<file path="src/rtl/fp_pkg.sv">
// Shared defaults and bit-pattern helpers for the IEEE-754 add/sub unit (binary32 by default).
package fp_pkg;

    localparam int unsigned DEF_EXP_W   = 8;
    localparam int unsigned DEF_FRAC_W  = 23;
    localparam int unsigned DEF_W       = 1 + DEF_EXP_W + DEF_FRAC_W;
    localparam int unsigned DEF_BIAS    = (1 << (DEF_EXP_W - 1)) - 1;
    localparam int unsigned DEF_EXP_MAX = (1 << DEF_EXP_W) - 1;
    localparam int unsigned DEF_MANT_W  = DEF_FRAC_W + 4;

    // Unpacked operand: hidden bit + fraction + guard/round/sticky.
    typedef struct packed {
        logic                  sign;
        logic [DEF_EXP_W-1:0]  exp;
        logic [DEF_MANT_W-1:0] mant;
    } unpacked_t;

    function automatic logic [DEF_W-1:0] qnan_pat();
        return {1'b0, {DEF_EXP_W{1'b1}}, 1'b1, {(DEF_FRAC_W - 1){1'b0}}};
    endfunction

    function automatic logic [DEF_W-1:0] inf_pat(input logic sign);
        return {sign, {DEF_EXP_W{1'b1}}, {DEF_FRAC_W{1'b0}}};
    endfunction

    function automatic logic [DEF_W-1:0] zero_pat(input logic sign);
        return {sign, {(DEF_W - 1){1'b0}}};
    endfunction

endpackage

</file>
<file path="src/rtl/fp_lzc.sv">
// Leading-zero counter; an all-zero input reports IN_W.
module fp_lzc #(
    parameter  int unsigned IN_W  = 27,
    localparam int unsigned CNT_W = $clog2(IN_W + 1)
) (
    input  logic [IN_W-1:0]  in_vec,
    output logic [CNT_W-1:0] count_c
);

    // Highest set bit wins because it is visited last.
    always_comb begin
        count_c = CNT_W'(IN_W);
        for (int i = 0; i < int'(IN_W); i++) begin
            if (in_vec[i]) begin
                count_c = CNT_W'(int'(IN_W) - 1 - i);
            end
        end
    end

endmodule

</file>
<file path="src/rtl/fp_addsub_pipe.sv">
// Three-stage IEEE-754 add/subtract with RNE rounding, FTZ and overflow/underflow flags.
// Define FP_ADDSUB_SPECIAL_EN to decode all-ones exponents as inf/NaN.
module fp_addsub_pipe
    import fp_pkg::*;
#(
    parameter  int unsigned EXP_W  = DEF_EXP_W,
    parameter  int unsigned FRAC_W = DEF_FRAC_W,
    localparam int unsigned W      = 1 + EXP_W + FRAC_W
) (
    input  logic         clk,
    input  logic         rst_n,
    input  logic         in_valid,
    output logic         in_ready,
    input  logic         op_sub,
    input  logic [W-1:0] a,
    input  logic [W-1:0] b,
    output logic         out_valid,
    input  logic         out_ready,
    output logic [W-1:0] result,
    output logic         overflow,
    output logic         underflow
);

    localparam int unsigned MW       = FRAC_W + 4;
    localparam int unsigned EW       = EXP_W + 2;
    localparam int unsigned CW       = $clog2(MW + 1);
    localparam int unsigned EXP_ONES = (1 << EXP_W) - 1;

    logic advance;
    assign advance  = ~out_valid | out_ready;
    assign in_ready = advance;

    // ---------------- S1: unpack, order by magnitude, align ----------------
    logic              sa, sb, a_zero, b_zero, swap, sx;
    logic [EXP_W-1:0]  ea, eb, ex, ey, diff;
    logic [FRAC_W-1:0] fa, fb, fx, fy;
    logic [MW-1:0]     mx, my_full, my, mask;
    logic              byp_c;
    logic [W-1:0]      byp_val_c;
`ifdef FP_ADDSUB_SPECIAL_EN
    logic              a_inf, b_inf, a_nan, b_nan;
`endif

    always_comb begin
        sa      = a[W-1];
        ea      = a[W-2:FRAC_W];
        fa      = a[FRAC_W-1:0];
        sb      = b[W-1] ^ op_sub;
        eb      = b[W-2:FRAC_W];
        fb      = b[FRAC_W-1:0];
        a_zero  = (ea == '0);
        b_zero  = (eb == '0);
        swap    = {eb, fb} > {ea, fa};
        sx      = swap ? sb : sa;
        ex      = swap ? eb : ea;
        fx      = swap ? fb : fa;
        ey      = swap ? ea : eb;
        fy      = swap ? fa : fb;
        diff    = ex - ey;
        mx      = {1'b1, fx, 3'b000};
        my_full = {1'b1, fy, 3'b000};
        mask    = ~({MW{1'b1}} << diff);
        // Past the sticky position only the (always nonzero) sticky survives.
        if (diff >= EXP_W'(MW - 1)) begin
            my = {{(MW - 1){1'b0}}, 1'b1};
        end else begin
            my = (my_full >> diff) | {{(MW - 1){1'b0}}, |(my_full & mask)};
        end

        byp_c     = 1'b0;
        byp_val_c = '0;
        if (a_zero && b_zero) begin
            byp_c     = 1'b1;
            byp_val_c = {sa & sb, {(W - 1){1'b0}}};
        end else if (a_zero) begin
            byp_c     = 1'b1;
            byp_val_c = {sb, b[W-2:0]};
        end else if (b_zero) begin
            byp_c     = 1'b1;
            byp_val_c = a;
        end
`ifdef FP_ADDSUB_SPECIAL_EN
        a_inf = (ea == '1) && (fa == '0);
        b_inf = (eb == '1) && (fb == '0);
        a_nan = (ea == '1) && (fa != '0);
        b_nan = (eb == '1) && (fb != '0);
        if (a_nan || b_nan || (a_inf && b_inf && (sa != sb))) begin
            byp_c     = 1'b1;
            byp_val_c = {1'b0, {EXP_W{1'b1}}, 1'b1, {(FRAC_W - 1){1'b0}}};
        end else if (a_inf) begin
            byp_c     = 1'b1;
            byp_val_c = {sa, ea, fa};
        end else if (b_inf) begin
            byp_c     = 1'b1;
            byp_val_c = {sb, eb, fb};
        end
`endif
    end

    // ---------------- S3: normalise, round, pack ----------------
    logic              v1, v2;
    logic              s1_sign, s1_sub, s1_byp;
    logic [EXP_W-1:0]  s1_exp;
    logic [MW-1:0]     s1_mx, s1_my;
    logic [W-1:0]      s1_byp_val;
    logic              s2_sign, s2_byp;
    logic [EXP_W-1:0]  s2_exp;
    logic [MW:0]       s2_sum;
    logic [W-1:0]      s2_byp_val;

    logic [CW-1:0]     lz_c;
    logic [MW-1:0]     norm;
    logic [EW-1:0]     e_norm, e_fin;
    logic              up;
    logic [FRAC_W+1:0] mant_r;
    logic [FRAC_W-1:0] frac_r;
    logic [W-1:0]      res_c;
    logic              ovf_c, unf_c;

    fp_lzc #(.IN_W(MW)) u_lzc (
        .in_vec  (s2_sum[MW-1:0]),
        .count_c (lz_c)
    );

    always_comb begin
        res_c = '0;
        ovf_c = 1'b0;
        unf_c = 1'b0;
        if (s2_sum[MW]) begin
            norm   = {s2_sum[MW:2], |s2_sum[1:0]};
            e_norm = EW'(s2_exp) + EW'(1);
        end else begin
            norm   = s2_sum[MW-1:0] << lz_c;
            e_norm = EW'(s2_exp) - EW'(lz_c);
        end
        up     = norm[2] & (norm[1] | norm[0] | norm[3]);
        mant_r = {1'b0, norm[MW-1:3]} + (FRAC_W + 2)'(up);
        e_fin  = e_norm + EW'(mant_r[FRAC_W+1]);
        frac_r = mant_r[FRAC_W+1] ? mant_r[FRAC_W:1] : mant_r[FRAC_W-1:0];

        if (s2_byp) begin
            res_c = s2_byp_val;
        end else if (s2_sum == '0) begin
            res_c = '0;
        end else if (!e_fin[EW-1] && (e_fin >= EW'(EXP_ONES))) begin
            res_c = {s2_sign, {EXP_W{1'b1}}, {FRAC_W{1'b0}}};
            ovf_c = 1'b1;
        end else if (e_fin[EW-1] || (e_fin == '0)) begin
            res_c = {s2_sign, {(W - 1){1'b0}}};
            unf_c = 1'b1;
        end else begin
            res_c = {s2_sign, e_fin[EXP_W-1:0], frac_r};
        end
    end

    // All stages advance together; S2 add/sub is folded into its register load.
    always_ff @(posedge clk or negedge rst_n) begin
        if (!rst_n) begin
            v1         <= 1'b0;
            s1_sign    <= 1'b0;
            s1_sub     <= 1'b0;
            s1_byp     <= 1'b0;
            s1_exp     <= '0;
            s1_mx      <= '0;
            s1_my      <= '0;
            s1_byp_val <= '0;
            v2         <= 1'b0;
            s2_sign    <= 1'b0;
            s2_byp     <= 1'b0;
            s2_exp     <= '0;
            s2_sum     <= '0;
            s2_byp_val <= '0;
            out_valid  <= 1'b0;
            result     <= '0;
            overflow   <= 1'b0;
            underflow  <= 1'b0;
        end else if (advance) begin
            v1         <= in_valid;
            s1_sign    <= sx;
            s1_sub     <= sa ^ sb;
            s1_byp     <= byp_c;
            s1_exp     <= ex;
            s1_mx      <= mx;
            s1_my      <= my;
            s1_byp_val <= byp_val_c;
            v2         <= v1;
            s2_sign    <= s1_sign;
            s2_byp     <= s1_byp;
            s2_exp     <= s1_exp;
            s2_sum     <= s1_sub ? ({1'b0, s1_mx} - {1'b0, s1_my})
                                 : ({1'b0, s1_mx} + {1'b0, s1_my});
            s2_byp_val <= s1_byp_val;
            out_valid  <= v2;
            result     <= res_c;
            overflow   <= v2 & ovf_c;
            underflow  <= v2 & unf_c;
        end
    end

endmodule

</file>
<file path="config.mk">
export PLATFORM = sky130hd
export DESIGN_NAME = fp_addsub_pipe
export DESIGN_NICKNAME = d
export VERILOG_FILES = /design/src/rtl/fp_pkg.sv /design/src/rtl/fp_lzc.sv /design/src/rtl/fp_addsub_pipe.sv
export SDC_FILE = /design/constraint.sdc
export NUM_CORES = 1
export LEC_CHECK = 0
export ABC_AREA = 0
export CORE_MARGIN = 5
export CORE_UTILIZATION = 55
export DETAILED_ROUTE_END_ITERATION = 7
export PLACE_DENSITY = 0.75
export SETUP_SLACK_MARGIN = 0.02
export SLEW_MARGIN = 20
export SYNTH_ARGS = -nofsm -noshare
export SYNTH_HDL_FRONTEND = slang
export SYNTH_SLANG_ARGS = --single-unit
</file>
<file path="constraint.sdc">
create_clock -name clk -period 6.54 [get_ports clk]
set_input_delay 0.654 -clock clk [delete_from_list [all_inputs] [get_ports clk]]
set_output_delay 0.654 -clock clk [all_outputs]
set_load 0.005 [all_outputs]
</file>
==> results.md <==
- FF-to-FF Start: s2_sum[10]
- Rel. slew slack: 37.0%
- Setup CP Type: reg2reg
- Total grt overflow: 0
- DR DRC count: 0
- Setup_tns: 0 ns
- Post-Synthesis Cells: 2218
- Sequential area share after synthesis: 29.5%
- Internal power: 4.59 mW
- Fin. Hold Viols: 0
- Worst slew pin tran: 0.941 ns
- CP arrival: 6.64 ns
- GPL Wtd Cong: 1.04
- Startpoint Class: flip-flop
- Die width: 186 µm
- Worst-case clock buffer depth: 3
- Worst-Skew Late Latency: 0.52 ns
- # setup viols final: 0
- Gate power share: 59.6%
- Starting density of the core: 55.7%
- Flop pwr share: 23.9%
- Drt wl/cell: 21.8 µm
- Max-Cap Viols: 0
- DRT Pass-1 Iters: 6
- Vias per cell: 6.49
- Detailed placement HPWL: 44.9 mm
- R2R Path End: result[8]
- Met2 usage: 51.8%
- Critical Path RT: 6.94 ns
- RSZ-0062 raised after global routing: false
- Most frequent cells in the layout: nand2_1 (363), nor2_1 (240), dfrtp_1 (200)
- Placeable Area: 0.0306 mm²
- GRT Max-Usage Layer: met2
- Fillcell total: 2715
- Ratio of cells with drive above 1 in the final layout: 8.13%
- Reg clk slew, reported paths: 0.06 ns
- Worst setup endpoint: result[8]
- Vias in the first global route: 16500
- Placed Area: 0.0186 mm²
- Antenna violations before repair: 0
- P_leak: 8.58 nW
- Worst setup startpoint: s2_sum[10]
- Async S/R FF share, synth: 100%
- Total power: 8.74 mW
- Post-synth EDFFs: 0
- Crit share post-route: 95.3%
- Crit. End Element: flip-flop
- Hold buffers post-CTS: 0
- Chip height: 186 µm
- H-tree depth: 1
- Switching power: 4.15 mW
- Post-synthesis cell type with the largest combined area: dfrtp_1
- Hold Crit Class: in2async
- Worst-path fanout max: 16
- Max VDD drop: 250 µV
- Routed WL: 58.8 mm
- GR Layer Usage met3: 5.02%
- Slew Viols, Final: 0
- DP Cell Count: 2652
- CTS sink count: 201
- Sw Share: 47.5%
- Clock skew: 0.0148 ns
- Syn_nets: 2380
- YS warnings: 0
- ANT nets after route: 0
- Top cell type's share of synthesized area: 29.5%
- Post-route cell area: 0.0195 mm²
- Post-CTS Resized: 0
- Tot GR Track Use: 33.3%
- CTS tree: done
- IO Port Bufs: 104
- # rows: 64
- Finished Layout Cells: 2696
- Clk pwr share: 16.5%
- Root Buffer: clkbuf_16
- Post-Syn Area: 0.0170 mm²
- IO Count: 105
- Post-synth top flop: dfrtp_1
- # diodes: 0
- Post CTS Setup Buffer Count: 0
- Layout area overhead: 14.4%
- Tmin final: 6.23 ns
- Via Count: 17500
- Syn avg cell area: 7.69 µm²
- Met1 Track Usage GR: 46.9%
- PwrDens: 448 mW/mm²
- Fmax: 160 MHz
- Commonest non-fill, non-tap cell in the layout: nand2_1
- TritonCTS Buffers: 24
- FF-to-FF path depth: 24
- Number of DRC markers in iteration 0: 1968
- Top cells by area, synth: dfrtp_1 (30%), nand2_1 (8.0%), ha_1 (6.7%), nor2_1 (5.3%), a21oi_1 (5.1%)
- Post-synthesis cell type count: 102
- Nets: 2444
- Flops & latches, synth: 201
- Status: finished clean
- Die area: 0.0346 mm²
- Global-route wire length before repair: 91.8 mm
- Pin count of the biggest net entering global routing: 164
- Worst R2R Setup Slack: 0.31 ns
## power by group through the flow
stage | clock, mW | combinational (mW) | sequential [mW]
after CTS | 1.46 | 5.09 | 2.08
final | 1.44 | 5.21 | 2.09
after global placement | 0 | 5.04 | 2.07
after detailed placement | 0 | 5.07 | 2.09
after floorplan | 0 | 3.52 | 1.88
after global routing | 1.51 | 5.62 | 2.13
## layer usage
metal | vias to the layer above | wire length, µm
li1 | 8073 | -
met1 | 8341 | 24900
met2 | 899 | 26000
met3 | 184 | 4910
met4 | 0 | 2990
met5 | - | 0
## registers in the layout, summed over array words and instances, names as in the netlist
name and cells:
out_valid 1, result 32, s2_sum 28, s1_sign 1
s2_exp 8, s1_exp 8, overflow 1, s2_byp_val 32
s1_byp_val 32, s2_sign 1, s1_byp 1, s2_byp 1
underflow 1, s1_mx 24, v2 1, s1_my 27
v1 1, s1_sub 1
## worst min-delay path by stage
| stage | cells past startpoint | end | from |
|---|---|---|---|
| finish | 1 | v1 | rst_n |
| global route | 1 | v1 | rst_n |
| CTS | 1 | result[26] | rst_n |
| detailed placement | 2 | s2_byp_val[8] | s2_byp_val[8] |
| global placement | 2 | s2_byp_val[19] | s2_byp_val[19] |
| floorplan | 0 | out_valid | rst_n |
## cell families after synthesis
family                     Yosys count  synth area share, %
DFF                                201                 29.5
AOI/OAI and AO/OA                  650                 25.4
xor gates and xnor gates            62                 3.19
muxes                              105                 6.60
and+or+nand+nor                    843                 22.1
buffers and inverters              264                 6.37
adders and majority gates           93                 6.91
## critical path, stage by stage (launching register included)
cell and delay [ns]:
dfrtp_1 0.48, or4_1 0.62, o21ai_1 0.26, a21oi_4 0.14, nor2_8 0.24, buf_4 0.29
mux2i_2 0.35, mux2i_1 0.21, a221oi_1 0.34, a221oi_1 0.15, a211oi_2 0.28, buf_4 0.19
nor3_1 0.06, nand3b_1 0.17, nor3_2 0.07, ha_1 0.27, ha_1 0.24, buf_4 0.14
a311oi_1 0.21, a21oi_1 0.10, o41a_1 0.39, and3_2 0.29, o31ai_4 0.15, a31oi_1 0.10
o32a_1 0.35
## cell usage after synthesis, drive strengths merged, types with 12 or more instances
cell type,number
inv,118
o21a,19
and3,16
xor2,23
o211ai,25
o21ai,151
a211oi,14
nor4,13
clkbuf,109
buf,34
o31ai,21
dfrtp,201
o22ai,24
or3,12
nand3,63
nor2,241
mux2i,85
o21bai,12
nor2b,17
ha,91
mux2,16
nand2,363
nand4,21
a221oi,31
a21oi,177
xnor2,39
a31oi,42
a21o,19
nor3,47
## metrics by stage
stage               hold WS [ns]  utilization (%)  worst slack (ns)
finish                     0.175             63.8             0.308
global route               0.237             63.8            0.0401
CTS                        0.242             63.6             0.105
detailed placement         0.455             60.8             0.134
global placement           0.443             60.8            0.0457
floorplan                  0.358                -             0.331
## cell type report
class	count	area (µm²)	area share (%)
multi-input cells	1753	11000	56.5
flip-flops and latches	201	5030	25.8
repair buffers	181	1640	8.38
clock buffers	32	701	3.59
well taps	396	495	2.54
inverters	121	464	2.38
clock inverters	12	166	0.853
Power figures use the tool's default switching activity.
